<file path="config.mk">
export PLATFORM = sky130hd
export DESIGN_NAME = bs_gnrtr_n_rbtr
export DESIGN_NICKNAME = d
export VERILOG_FILES = /design/src/rtl/bs_gnrtr_n_rbtr.sv
export SDC_FILE = /design/constraint.sdc
export NUM_CORES = 1
export LEC_CHECK = 0
export CAP_MARGIN = 20
export CORE_MARGIN = 2
export CORE_UTILIZATION = 30
export CTS_CLUSTER_SIZE = 20
export DETAILED_ROUTE_END_ITERATION = 12
export GPL_ROUTABILITY_DRIVEN = 0
export GPL_TIMING_DRIVEN = 1
export PLACE_DENSITY_LB_ADDON = 0.05
export SYNTH_ARGS = -nofsm -noshare
export SYNTH_HDL_FRONTEND = slang
export SYNTH_SLANG_ARGS = --single-unit
</file>
<file path="constraint.sdc">
create_clock -name clk -period 3.85 [get_ports clk]
set_input_delay 0.5775 -clock clk [delete_from_list [all_inputs] [get_ports clk]]
set_output_delay 0.5775 -clock clk [all_outputs]
set_load 0.005 [all_outputs]
</file>
<file path="src/rtl/bs_gnrtr_n_rbtr.sv">
// Shared-bus generator and round-robin arbiter.
// For each of `bits` independent buses, pops one packet at a time from the
// pending FIFO heads of `drvrs` devices and routes it by its 8-bit
// destination field. The packet goes to one device, or to every device except
// the source when the destination is `broadcast`. Any other destination drops
// the packet.
//
// Ports:
//   clk     - rising-edge clock
//   reset   - asynchronous, active-high reset
//   pndng   - [bits][drvrs] device has a packet at its FIFO head
//   D_pop   - [bits][drvrs][pckg_sz] FIFO head packet per device
//   pop     - [bits][drvrs] one-cycle strobe consuming a device's FIFO head
//   push    - [bits][drvrs] one-cycle strobe delivering a packet to a device
//   D_push  - [bits][drvrs][pckg_sz] delivered packet; holds between transfers
module bs_gnrtr_n_rbtr #(
  parameter int unsigned bits      = 1,
  parameter int unsigned drvrs     = 4,
  parameter int unsigned pckg_sz   = 16,
  parameter logic [7:0]  broadcast = 8'hFF
) (
  input  logic                                       clk,
  input  logic                                       reset,
  input  logic [bits-1:0][drvrs-1:0]                 pndng,
  input  logic [bits-1:0][drvrs-1:0][pckg_sz-1:0]    D_pop,
  output logic [bits-1:0][drvrs-1:0]                 pop,
  output logic [bits-1:0][drvrs-1:0]                 push,
  output logic [bits-1:0][drvrs-1:0][pckg_sz-1:0]    D_push
);

  localparam int unsigned PtrW = (drvrs > 1) ? $clog2(drvrs) : 1;

  localparam logic [0:0] StIdle  = 1'b0;
  localparam logic [0:0] StRoute = 1'b1;

  for (genvar b = 0; b < bits; b++) begin : g_bus
    logic [0:0]                        state_q;
    logic [PtrW-1:0]                   ptr_q;
    logic [PtrW-1:0]                   src_q;
    logic [pckg_sz-1:0]                pkt_q;
    logic [drvrs-1:0]                  pop_q;
    logic [drvrs-1:0]                  push_q;
    logic [drvrs-1:0]                  push_d;
    logic [drvrs-1:0][pckg_sz-1:0]     dpush_q;
    logic [PtrW-1:0]                   grant_idx;
    logic                              grant_found;
    logic [7:0]                        dest;

    // Round-robin search starting at the pointer. Walking the offsets from
    // the far end down lets the nearest pending device overwrite the others.
    always_comb begin
      logic [PtrW-1:0] idx;
      grant_found = 1'b0;
      grant_idx   = '0;
      idx         = '0;
      for (int k = drvrs - 1; k >= 0; k--) begin
        idx = PtrW'((int'(ptr_q) + k) % int'(drvrs));
        if (pndng[b][idx]) begin
          grant_found = 1'b1;
          grant_idx   = idx;
        end
      end
    end

    // Destination decode of the captured packet.
    always_comb begin
      push_d = '0;
      dest   = pkt_q[pckg_sz-1 -: 8];
      if (int'(dest) < int'(drvrs)) begin
        push_d[PtrW'(dest)] = 1'b1;
      end else if (dest == broadcast) begin
        push_d        = '1;
        push_d[src_q] = 1'b0;
      end
    end

    always_ff @(posedge clk or posedge reset) begin
      if (reset) begin
        state_q <= StIdle;
        ptr_q   <= '0;
        src_q   <= '0;
        pkt_q   <= '0;
        pop_q   <= '0;
        push_q  <= '0;
        dpush_q <= '0;
      end else begin
        pop_q  <= '0;
        push_q <= '0;
        case (state_q)
          StIdle: begin
            if (grant_found) begin
              pop_q[grant_idx] <= 1'b1;
              pkt_q            <= D_pop[b][grant_idx];
              src_q            <= grant_idx;
              state_q          <= StRoute;
            end
          end
          StRoute: begin
            push_q <= push_d;
            for (int j = 0; j < drvrs; j++) begin
              dpush_q[j] <= pkt_q;
            end
            ptr_q   <= (src_q == PtrW'(drvrs - 1)) ? '0 : src_q + 1'b1;
            state_q <= StIdle;
          end
          default: state_q <= StIdle;
        endcase
      end
    end

    assign pop[b]    = pop_q;
    assign push[b]   = push_q;
    assign D_push[b] = dpush_q;
  end

endmodule

</file>
Yosys cells after proc, flatten, opt, wreduce, memory -nomap -nowiden
Index checks and enable logic that the tools add are counted.
{"block": "word_totals", "n_memories": 0, "inputBits": 70, "wordCells": 62, "mem_bits_ro": 0, "register_bits": 45, "latch_bits": 0, "ramBits": 0}
{"block": "op_classes", "reduce_logical": 4, "mux": 32, "n_shift": 0, "n_eq_ne": 2, "order_cmp": 11, "add_sub_neg": 4, "n_mul": 0, "n_bitwise": 2, "n_div": 0}
{"op": "binary-select mux 16 bit (select 2 bit)", "count": 1}
{"op": "< comparator 2 x 3 -> 1 bit (second input constant)", "count": 7}
{"op": "two-way mux 4 bit", "count": 5}
{"op": "two-way mux 16 bit", "count": 1}
{"op": "two-way mux 1 bit", "count": 12}
{"op": "two-way mux 2 bit", "count": 5}
{"op": "binary-select mux 1 bit (select 2 bit)", "count": 4}
{"op": "== test 8 bit (second input constant)", "count": 1}
{"op": "< comparator 8 x 3 -> 1 bit (second input constant)", "count": 1}
{"op": "demux 1 bit (select 2 bit)", "count": 3}
{"op": ">= comparator 2 x 1 -> 1 bit (second input constant)", "count": 3}
{"op": "adder 2 x 1 -> 2 bit (second input constant)", "count": 2}
{"op": "adder 2 bit (second input constant)", "count": 2}
{"op": "inverter 4 bit", "count": 1}
{"op": "logical AND 1 bit", "count": 3}
{"op": "== test 2 bit (second input constant)", "count": 1}
{"op": "one-hot mux 1 bit (2 select lines)", "count": 1}
{"op": "AND reduction 2 bit", "count": 1}
{"op": "inverter 1 bit", "count": 1}

Longest topological paths before layout
{"block": "depth", "word_depth": 13, "depth_mapped": 8, "depth_no_buf": 5}

Worst setup path after synthesis
No wires, ideal clock.
{"block": "synth_timing", "kind": "in2reg", "startpoint": "in pndng[0] (netlist name)", "endpoint": "reg g_bus[0].pkt_q[9]", "setup_ns": 0.083, "required_ns": 3.767, "path_slack_ns": 2.037, "stages": 6, "arrival_ns": 1.731, "path_buffers": 1, "path_cell_list": "nor2b_4 o221a_4 a2111oi_4 buf_6 a222oi_1 o21ai_0"}
{"block": "synth_between", "elab_chain_len": 8}
{"item": "start: declaration", "line": "24", "text": "input logic [bits-1:0][drvrs-1:0] pndng,"}
{"item": "binary-select mux 1 bit (select 2 bit)", "line": "58", "text": "if (pndng[b][idx]) begin"}
{"item": "two-way mux 1 bit (implied by the code)", "line": "58"}
{"item": "two-way mux 2 bit (4 in a row)", "line": "58"}
{"item": "binary-select mux 16 bit (select 2 bit)", "line": "93", "text": "pkt_q <= D_pop[b][grant_idx];"}
{"item": "two-way mux 16 bit (implied by the code)", "line": "93"}
{"item": "end signal: assignment", "line": "93"}
{"item": "end: declaration", "line": "40", "text": "logic [pckg_sz-1:0] pkt_q;"}
Parallel ways exist; a longest one is shown, timed or not. The select of a mux whose other input is x is not followed.
A chain may end at the register's enable or synchronous reset.

Final worst setup path
{"block": "layout_timing", "startpoint": "in pndng[1] (netlist name)", "endpoint": "reg g_bus[0].pkt_q[15]"}
The elaborated chain is that of the path after synthesis.

==> impl_metrics.tcl <==
set metrics [dict create \
    cts_hold_buffers 0 \
    drt.antenna.violating_nets 0 \
    combPwrFrac 0.505 \
    clkTransAtPathRegs_ns 0.08 \
    grt_setup_unrepaired "false" \
    hold_class "reg -> reg" \
    ys_seq_area_frac 0.444 \
    end_kind "flop" \
    cts_setup_buffers 0 \
    initial_utilization 0.309 \
    cts_max_path_buffers 2 \
    period_share 0.684 \
    drt_iter0_markers 94 \
    fin_nets 391 \
    timing.max_slew.rel_slack 0.303 \
    max_cap_viol_count 0 \
    layout-drive-gt1-share 0.113 \
    fin_worst_skew_ns 0.0100 \
    yosys_warnings 0 \
    clk_root_buffer_cell "sky130_fd_sc_hd__clkbuf_8" \
    cts.sinks 45 \
    synth.lib_cells_used.distinct 34 \
    tritoncts "yes" \
    globalRouteOverflowTotal 0 \
    start_kind "primary input" \
    timing.final.crit_period_ns 2.63 \
    chipHeight_um 95.9 \
    critical_path_arrival_ns 2.78 \
    synth_top_cell_by_area "sky130_fd_sc_hd__dfrtp_1" \
    largest_net_degree_at_the_start_of_global_routing 46 \
    total_clock_buffers_created_by_cts 5 \
    leading_cell_types_by_total_area_after_synthesis "sky130_fd_sc_hd__dfrtp_1, sky130_fd_sc_hd__buf_4, sky130_fd_sc_hd__mux2_2" \
    mappedNetlistArea_um2 2530 \
    antenna_cells 0 \
    leakagePower_nw 1.61 \
    finalSetupViolCount 0 \
    cp_data_required_time_ns 3.99 \
    seq_power_share 0.336 \
    cts-htree-levels 2 \
    grt_util_all_layers 0.146 \
    run_status "finished, final reports clean" \
    cts_resized 0 \
    postLayoutSetupSlackWorst_ns 1.22 \
    worst-slew-pin-transition_ns 1.04 \
    post_synthesis_cell_count 226 \
    grt_antenna_before_repair 0 \
    synth_area_per_cell_um2 11.2 \
    io_buffer_count 141 \
    cp_max_fo 21 \
    average_wire_length_per_cell_after_detail_routing_um 16.0 \
    die-area_um2 9200 \
    synth.net_count 300 \
    place_ws_ns 0.793 \
    die_x_um 95.9 \
    switchingPower_mw 0.822 \
    drc 0 \
    hpwl_um 4970 \
    rows 33 \
    io_pins 142 \
    post_drt_via_cell_ratio 4.73 \
    route.final.wire_length_um 6780 \
    internal-power_mw 1.84 \
    fin_tns_setup_ns 0 \
    core-area_um2 8220 \
    max-vdd-ir-drop_mv 0.288 \
    grt_pass1_vias 2014 \
    drv_slew 0 \
    pwr_density_cell_nw_per_um2 696 \
    power_switching_share 0.309 \
    num_vias 2001 \
    postSynthRegisterBits 45 \
    synthToLayoutAreaGrowth_pct 50.5 \
    grt_first_pass_wirelength_um 10200 \
    critical_path_class "in -> reg" \
    final_hold_viol_count 0 \
    share_clk_of_total_power 0.159 \
    yosys.area.top_type_share 0.444 \
    worstSkewPairLatency_ns 0.30 \
    detailedRoute.firstPassIterationCount 4 \
    maxClockFrequency_mhz 380 \
]
power groups by stage:
| stage | clock network, mW | logic (mW) | registers, mW |
|---|---|---|---|
| CTS | 0.434 | 1.37 | 0.902 |
| detailed placement | 0 | 1.36 | 0.911 |
| floorplan | 0 | 0.880 | 0.842 |
| global placement | 0 | 1.35 | 0.901 |
| global route | 0.459 | 1.46 | 0.938 |
| finish | 0.422 | 1.34 | 0.893 |
path summary, 6_finish.rpt:
| kind | cells after the start | end | startpoint | slack [ns] |
|---|---|---|---|---|
| max reg2reg | 5 | g_bus[0].pkt_q[15] | g_bus[0].state_q | 1.34 |
| min reg2reg | 1 | D_push[36] | g_bus[0].pkt_q[4] | 0.51 |
| max | 6 | g_bus[0].pkt_q[15] | pndng[1] | 1.22 |
| max in group asynchronous | 2 | g_bus[0].pkt_q[4] | reset | 2.45 |
| min | 1 | D_push[36] | g_bus[0].pkt_q[4] | 0.51 |
| min in group asynchronous | 2 | D_push[45] | reset | 0.81 |
cell usage in the layout, fill, tap and decap left out, types with 2 or more instances in the layout:
cell type / synthesis / final
sky130_fd_sc_hd__o21ai_1: 2 / 2
sky130_fd_sc_hd__a21oi_1: 3 / 3
sky130_fd_sc_hd__bufinv_16: 0 / 2
sky130_fd_sc_hd__clkbuf_8: 0 / 5
sky130_fd_sc_hd__inv_1: 8 / 7
sky130_fd_sc_hd__mux2_2: 18 / 18
sky130_fd_sc_hd__o21ai_0: 16 / 16
sky130_fd_sc_hd__a222oi_1: 16 / 16
sky130_fd_sc_hd__clkdlybuf4s50_1: 0 / 141
sky130_fd_sc_hd__and2_1: 3 / 3
sky130_fd_sc_hd__dfrtp_1: 45 / 45
sky130_fd_sc_hd__nand2_1: 6 / 6
sky130_fd_sc_hd__nor2_1: 8 / 8
sky130_fd_sc_hd__a21o_1: 3 / 3
sky130_fd_sc_hd__mux2i_1: 16 / 16
sky130_fd_sc_hd__buf_4: 48 / 3
sky130_fd_sc_hd__ha_1: 4 / 4
sky130_fd_sc_hd__o32ai_1: 2 / 2
sky130_fd_sc_hd__o22ai_1: 2 / 2
cell usage after synthesis:
cell type,count
sky130_fd_sc_hd__nor4_1,1
sky130_fd_sc_hd__nor4bb_1,1
sky130_fd_sc_hd__buf_1,2
sky130_fd_sc_hd__a222oi_1,16
sky130_fd_sc_hd__inv_1,8
sky130_fd_sc_hd__nand2_1,6
sky130_fd_sc_hd__a2111oi_4,1
sky130_fd_sc_hd__nand4_1,1
sky130_fd_sc_hd__buf_6,3
sky130_fd_sc_hd__and3_1,1
sky130_fd_sc_hd__o221a_4,1
sky130_fd_sc_hd__o22ai_1,2
sky130_fd_sc_hd__mux2i_1,16
sky130_fd_sc_hd__nor2_1,8
sky130_fd_sc_hd__and2_1,3
sky130_fd_sc_hd__clkbuf_1,3
sky130_fd_sc_hd__nor2b_1,1
sky130_fd_sc_hd__o32ai_1,2
sky130_fd_sc_hd__o21ai_0,16
sky130_fd_sc_hd__ha_1,4
sky130_fd_sc_hd__o221ai_1,1
sky130_fd_sc_hd__nor2b_4,1
sky130_fd_sc_hd__a21o_1,3
sky130_fd_sc_hd__nand2b_2,1
sky130_fd_sc_hd__o21bai_1,1
sky130_fd_sc_hd__a21oi_1,3
sky130_fd_sc_hd__buf_2,4
sky130_fd_sc_hd__a211o_2,1
sky130_fd_sc_hd__dfrtp_1,45
sky130_fd_sc_hd__mux2_2,18
sky130_fd_sc_hd__or3_1,1
sky130_fd_sc_hd__buf_4,48
sky130_fd_sc_hd__nand2b_1,1
sky130_fd_sc_hd__o21ai_1,2
layout make-up:
cell class,instances,area (um2)
clock buffer,5,68.8
clock inverter,3,65.1
fill,787,4400
inverter,8,30.0
multi-input combinational,113,961
sequential,45,1130
tap,105,131
timing repair buffer,144,1430
routing by layer:
| layer | GRT usage | routed length, um |
|---|---|---|
| met5 | 0 | 0 |
| met4 | 0.0286 | 38 |
| met1 | 0.185 | 2890 |
| met2 | 0.249 | 3310 |
| met3 | 0.0415 | 541 |
kinds of logic (layout without fill, tap and decap cells):
kind of cell | count (synthesis) | count (layout) | synth area share
AO/OA/AOI/OAI | 49 | 49 | 0.154
AND/OR/NAND/NOR | 26 | 26 | 0.0558
flip-flops | 45 | 45 | 0.444
adder cells (fa/ha/maj) | 4 | 4 | 0.0197
multiplexers | 34 | 34 | 0.143
buffers and inverters | 68 | 160 | 0.183
through the flow:
step	utilization	cells	hold WS [ns]	total power, mW	cell area (um2)
floorplan	-	226	0.478	1.72	2530
global placement	0.448	415	0.497	2.25	3680
detailed placement	0.448	415	0.494	2.27	3680
CTS	0.464	423	0.514	2.70	3820
global route	0.464	423	0.538	2.86	3820
finish	0.464	423	0.513	2.66	3820
worst max-delay path: stages:
cell	delay [ns]
sky130_fd_sc_hd__clkdlybuf4s50_1	0.55
sky130_fd_sc_hd__nor2_1	0.19
sky130_fd_sc_hd__a21o_1	0.62
sky130_fd_sc_hd__inv_1	0.16
sky130_fd_sc_hd__nand2_1	0.47
sky130_fd_sc_hd__o21ai_0	0.20
state kept, by name (all words and copies together), names as in the netlist:
| name | cells |
|---|---|
| D_push | 16 |
| g_bus.pkt_q | 16 |
| pop | 4 |
| push | 4 |
| g_bus.ptr_q | 2 |
| g_bus.src_q | 2 |
| g_bus.state_q | 1 |
(Power assumes the default switching activity.)
==> RTL edit 1 (same settings) <==
The parameter `drvrs` goes from 4 to 8.
--- a/src/rtl/bs_gnrtr_n_rbtr.sv
+++ b/src/rtl/bs_gnrtr_n_rbtr.sv
@@ -15,7 +15,7 @@
 //   D_push  - [bits][drvrs][pckg_sz] delivered packet; holds between transfers
 module bs_gnrtr_n_rbtr #(
   parameter int unsigned bits      = 1,
-  parameter int unsigned drvrs     = 4,
+  parameter int unsigned drvrs     = 8,
   parameter int unsigned pckg_sz   = 16,
   parameter logic [7:0]  broadcast = 8'hFF
 ) (
Ports: changed (5 resized); port bits go from 142 to 282. The function was not compared with the original's and may differ.
==> RTL edit 1 against the original RTL <==
Final area up 110%; routed wire length rose to 3.0 times the old value; worst setup slack worse by 0.98 ns; total power rose to 3.5 times the old value; global-route usage up 5.4 points; clock skew down 0.0055 ns; synthesized area up 120%; sequential cell count up 10; largest cell class unchanged.
==> RTL edit 1: results (changes against the original RTL) <==
DP HPWL 16100 um (+220%); layout net count 932 (+140%); routed len/inst 20.0 um (+24%); first-pass GRT wire length 30900 um (+200%); vias per cell 5.28 (+12%); Clock-cell share 0.0210 (-0.0141); pin count of the biggest net entering global routing 38 (-17%); status completed; LEAKAGE 3.20 nW (+99%); total power 9.17 mW (+250%); placed cell area 7860 um2 (+110%); peak supply drop 0.943 mV (+230%); Post-synth top cells 119 x buf_4, 55 x dfrtp_1, 50 x o21ai_0; Hold Crit Start g_bus[0].pkt_q[2]; switching share of power 0.466 (+0.156); R2R Path Start g_bus[0].ptr_q[1]; Design Area, Final 8040 um2 (+110%); clk root buf clkbuf_16; Worst Skew 0.00455 ns (-0.00549 ns); Post-Place Cells 1011 (+140%); Non-clk bufs 319 (+120%); pre-CTS WS -0.0530 ns (-0.846 ns); worst slew pin tran 0.655 ns (-0.389 ns); clk sink count 55 (+22%); GRT Total Usage 0.200 (+0.0542); Mapped Cells 624 (+180%); startpoint class of the critical path register; R2R cell count 11 (+6); P_clk 0.529 mW (+25%); Core Rows 49 (+48%); Layout fillers 1753 (+120%)
[RTL edit 1: changes by cell type in the layout (fill, tap and decap cells not counted), moves of 18 or more]
cell	unedited run	this run
clkdlybuf4s50_1	141	281
buf_4	3	37
o21ai_0	16	50
nand3_1	0	33
a21oi_1	3	24
mux2_2	18	38
a21boi_0	0	18
[RTL edit 1: critical path, stage by stage, from the launching register on]
cell and delay [ns]:
dfrtp_1 0.38, inv_1 0.15, ha_4 0.42, mux4_2 0.61, mux2i_2 0.25, nor3_2 0.06, o311a_1 0.37, o211ai_4 0.21
buf_12 0.23, mux2_4 0.32, a222oi_1 0.34, nand3_1 0.12
[RTL edit 1: per-layer routing]
metal	vias up	wire length (um)	global-route usage
met3	21	990	0.0210
met1	2614	8590	0.256
li1	2534	-	-
met4	0	431	0.0505
met2	220	10300	0.360
met5	-	0	0
[RTL edit 1: path summary, 6_finish.rpt]
kind / endpoint / slack [ns]
worst max-delay path: g_bus[0].pkt_q[11] / 0.24
worst min-delay path: D_push[98] / 0.52
worst max register to register: g_bus[0].pkt_q[11] / 0.24
worst min register to register: D_push[98] / 0.52
max in group asynchronous: push[7] / 2.35
min in group asynchronous: D_push[97] / 0.69
[RTL edit 1: what timing repair did]
item                       in CTS  in global routing
resized for setup               0                  1
hold endpoints to repair        0                  0
setup endpoints to repair       0                  5
hold buffers                    0                  0
[RTL edit 1: cell families (layout without fill, tap and decap cells)]
| logic type | count (synthesis) | count (layout) | share of synthesized area |
|---|---|---|---|
| flops | 55 | 55 | 0.249 |
| buf+inv | 179 | 346 | 0.208 |
| fa+ha+maj | 4 | 4 | 0.00905 |
| compound gates | 184 | 184 | 0.235 |
| mux | 72 | 72 | 0.172 |
| simple gates | 127 | 127 | 0.121 |
| xor+xnor | 3 | 3 | 0.00611 |
==> RTL edit 2 (same flow settings) <==
Without the edit above. Make the reset (`reset`) synchronous in one clocked block. Comments in the files are not updated.
--- a/src/rtl/bs_gnrtr_n_rbtr.sv
+++ b/src/rtl/bs_gnrtr_n_rbtr.sv
@@ -74,7 +74,7 @@
       end
     end
 
-    always_ff @(posedge clk or posedge reset) begin
+    always_ff @(posedge clk) begin
       if (reset) begin
         state_q <= StIdle;
         ptr_q   <= '0;
Formal check against the unedited RTL: differs if reset is asserted again (counterexample within 4 cycles, from zero or initial values and one cycle with reset high); with reset held inactive, the same outputs for 4 cycles.
==> RTL edit 2 against the original RTL <==
Register-to-register slack better by 0.48 ns; highest routed layer unchanged; sequential share of layout area down 6.8 points; synthesized area up 7.5%; routed wire length up 15%; worst hold slack worse by 0.0047 ns; sequential cell count unchanged; via count up 24%; final area up 3.9%; worst setup slack better by 0.13 ns.
Power is not compared: it rests on default switching activity, and its combinational part moved more than twofold at a synthesized area within 25%.
==> RTL edit 2: results (changes against the original RTL) <==
status completed; placed cell area 3850 um2 (+4.5%); Syn Area/Cell 8.38 um2 (-25%); area share of the largest cell type after synthesis 0.331 (-0.114); Total Wirelength 7800 um (+15%); Worst R2R End g_bus[0].pkt_q[11]; Post-Place Cells 513 (+24%); Hold WS 0.508 ns (-0.00465 ns); DP HPWL 6030 um (+21%); ys flop type dfxtp_1; Post-synth top cells 50 x buf_4, 49 x nor2_1, 45 x dfxtp_1; Initial DRC Count 47 (-50%); R2R cell count 6 (+1); compound-cell area share of the yosys netlist 0.206 (+0.0517); Layout fillers 905 (+15%); Worst path max stage delay 0.46 ns (-0.16 ns); Worst Skew 0.00437 ns (-0.00567 ns); adder-cell share of the synthesized area 0.0184 (-0.00138); Worst Hold Depth 2 (+1); Critical-path top delay cell and2_1; R2R Setup Slk 1.82 ns (+0.48 ns); CP top delay family buffers and inverters; share of cells above drive strength 1 0.0533 (-0.0599); mux contribution to synthesized area 0.0918 (-0.0513); R2R Path Start g_bus[0].ptr_q[1]; most area-consuming cells after synthesis dfxtp_1 33%, buf_4 14%, mux2i_1 9.2%, nor2_1 6.7%, a311oi_1 3.9%; layout net count 486 (+24%); critical-path maximum fanout 27 (+29%); CTS Buf Count 5 (unchanged); Async SR Flop Fraction 0 (-1.00); GRT Total Usage 0.157 (+0.0115); first-pass GRT wire length 12300 um (+21%); vias per cell 4.75 (+0.34%); pre-CTS WS 1.02 ns (+0.225 ns); pin count of the biggest net entering global routing 40 (-13%); number of global-route vias before repair 2365 (+17%); register area share after synthesis 0.331 (-0.114); routed len/inst 15.0 um (-6.6%); Hold Path End g_bus[0].src_q[1]; Hold Crit Start g_bus[0].src_q[1]; clk root buf clkbuf_8; Mapped Nets 399 (+33%); Arrival @ worst endpoint 2.68 ns (-0.10 ns); Critical path origin pndng[2]; min cycle time layout 2.50 ns (-0.131 ns); Ant. Diodes 0 (unchanged)
RTL edit 2: tightest hold or removal path, delay by kind of cell, from the launching register on:
kind	cells	cell delay, ns
AO/OA/AOI/OAI	1	0.06
flip-flops	1	0.34
AND/OR/NAND/NOR	1	0.07
RTL edit 2: final cells by class:
| type | instances | area (um2) | area share |
|---|---|---|---|
| Clock buffer | 7 | 86.3 | 0.0218 |
| Clock inverter | 1 | 30.0 | 0.00758 |
| Inverter | 10 | 37.5 | 0.00947 |
| Multi-Input combinational cell | 203 | 1320 | 0.332 |
| Sequential cell | 45 | 901 | 0.227 |
| Tap cell | 108 | 135 | 0.0341 |
| Timing Repair Buffer | 147 | 1460 | 0.367 |
RTL edit 2: per-layer routing:
| layer | GRT usage | up-vias | wire length, um |
|---|---|---|---|
| met1 | 0.213 | 1100 | 3670 |
| met5 | 0 | - | 0 |
| met2 | 0.241 | 106 | 3400 |
| li1 | - | 1261 | - |
| met4 | 0.0485 | 0 | 95 |
| met3 | 0.0485 | 6 | 636 |
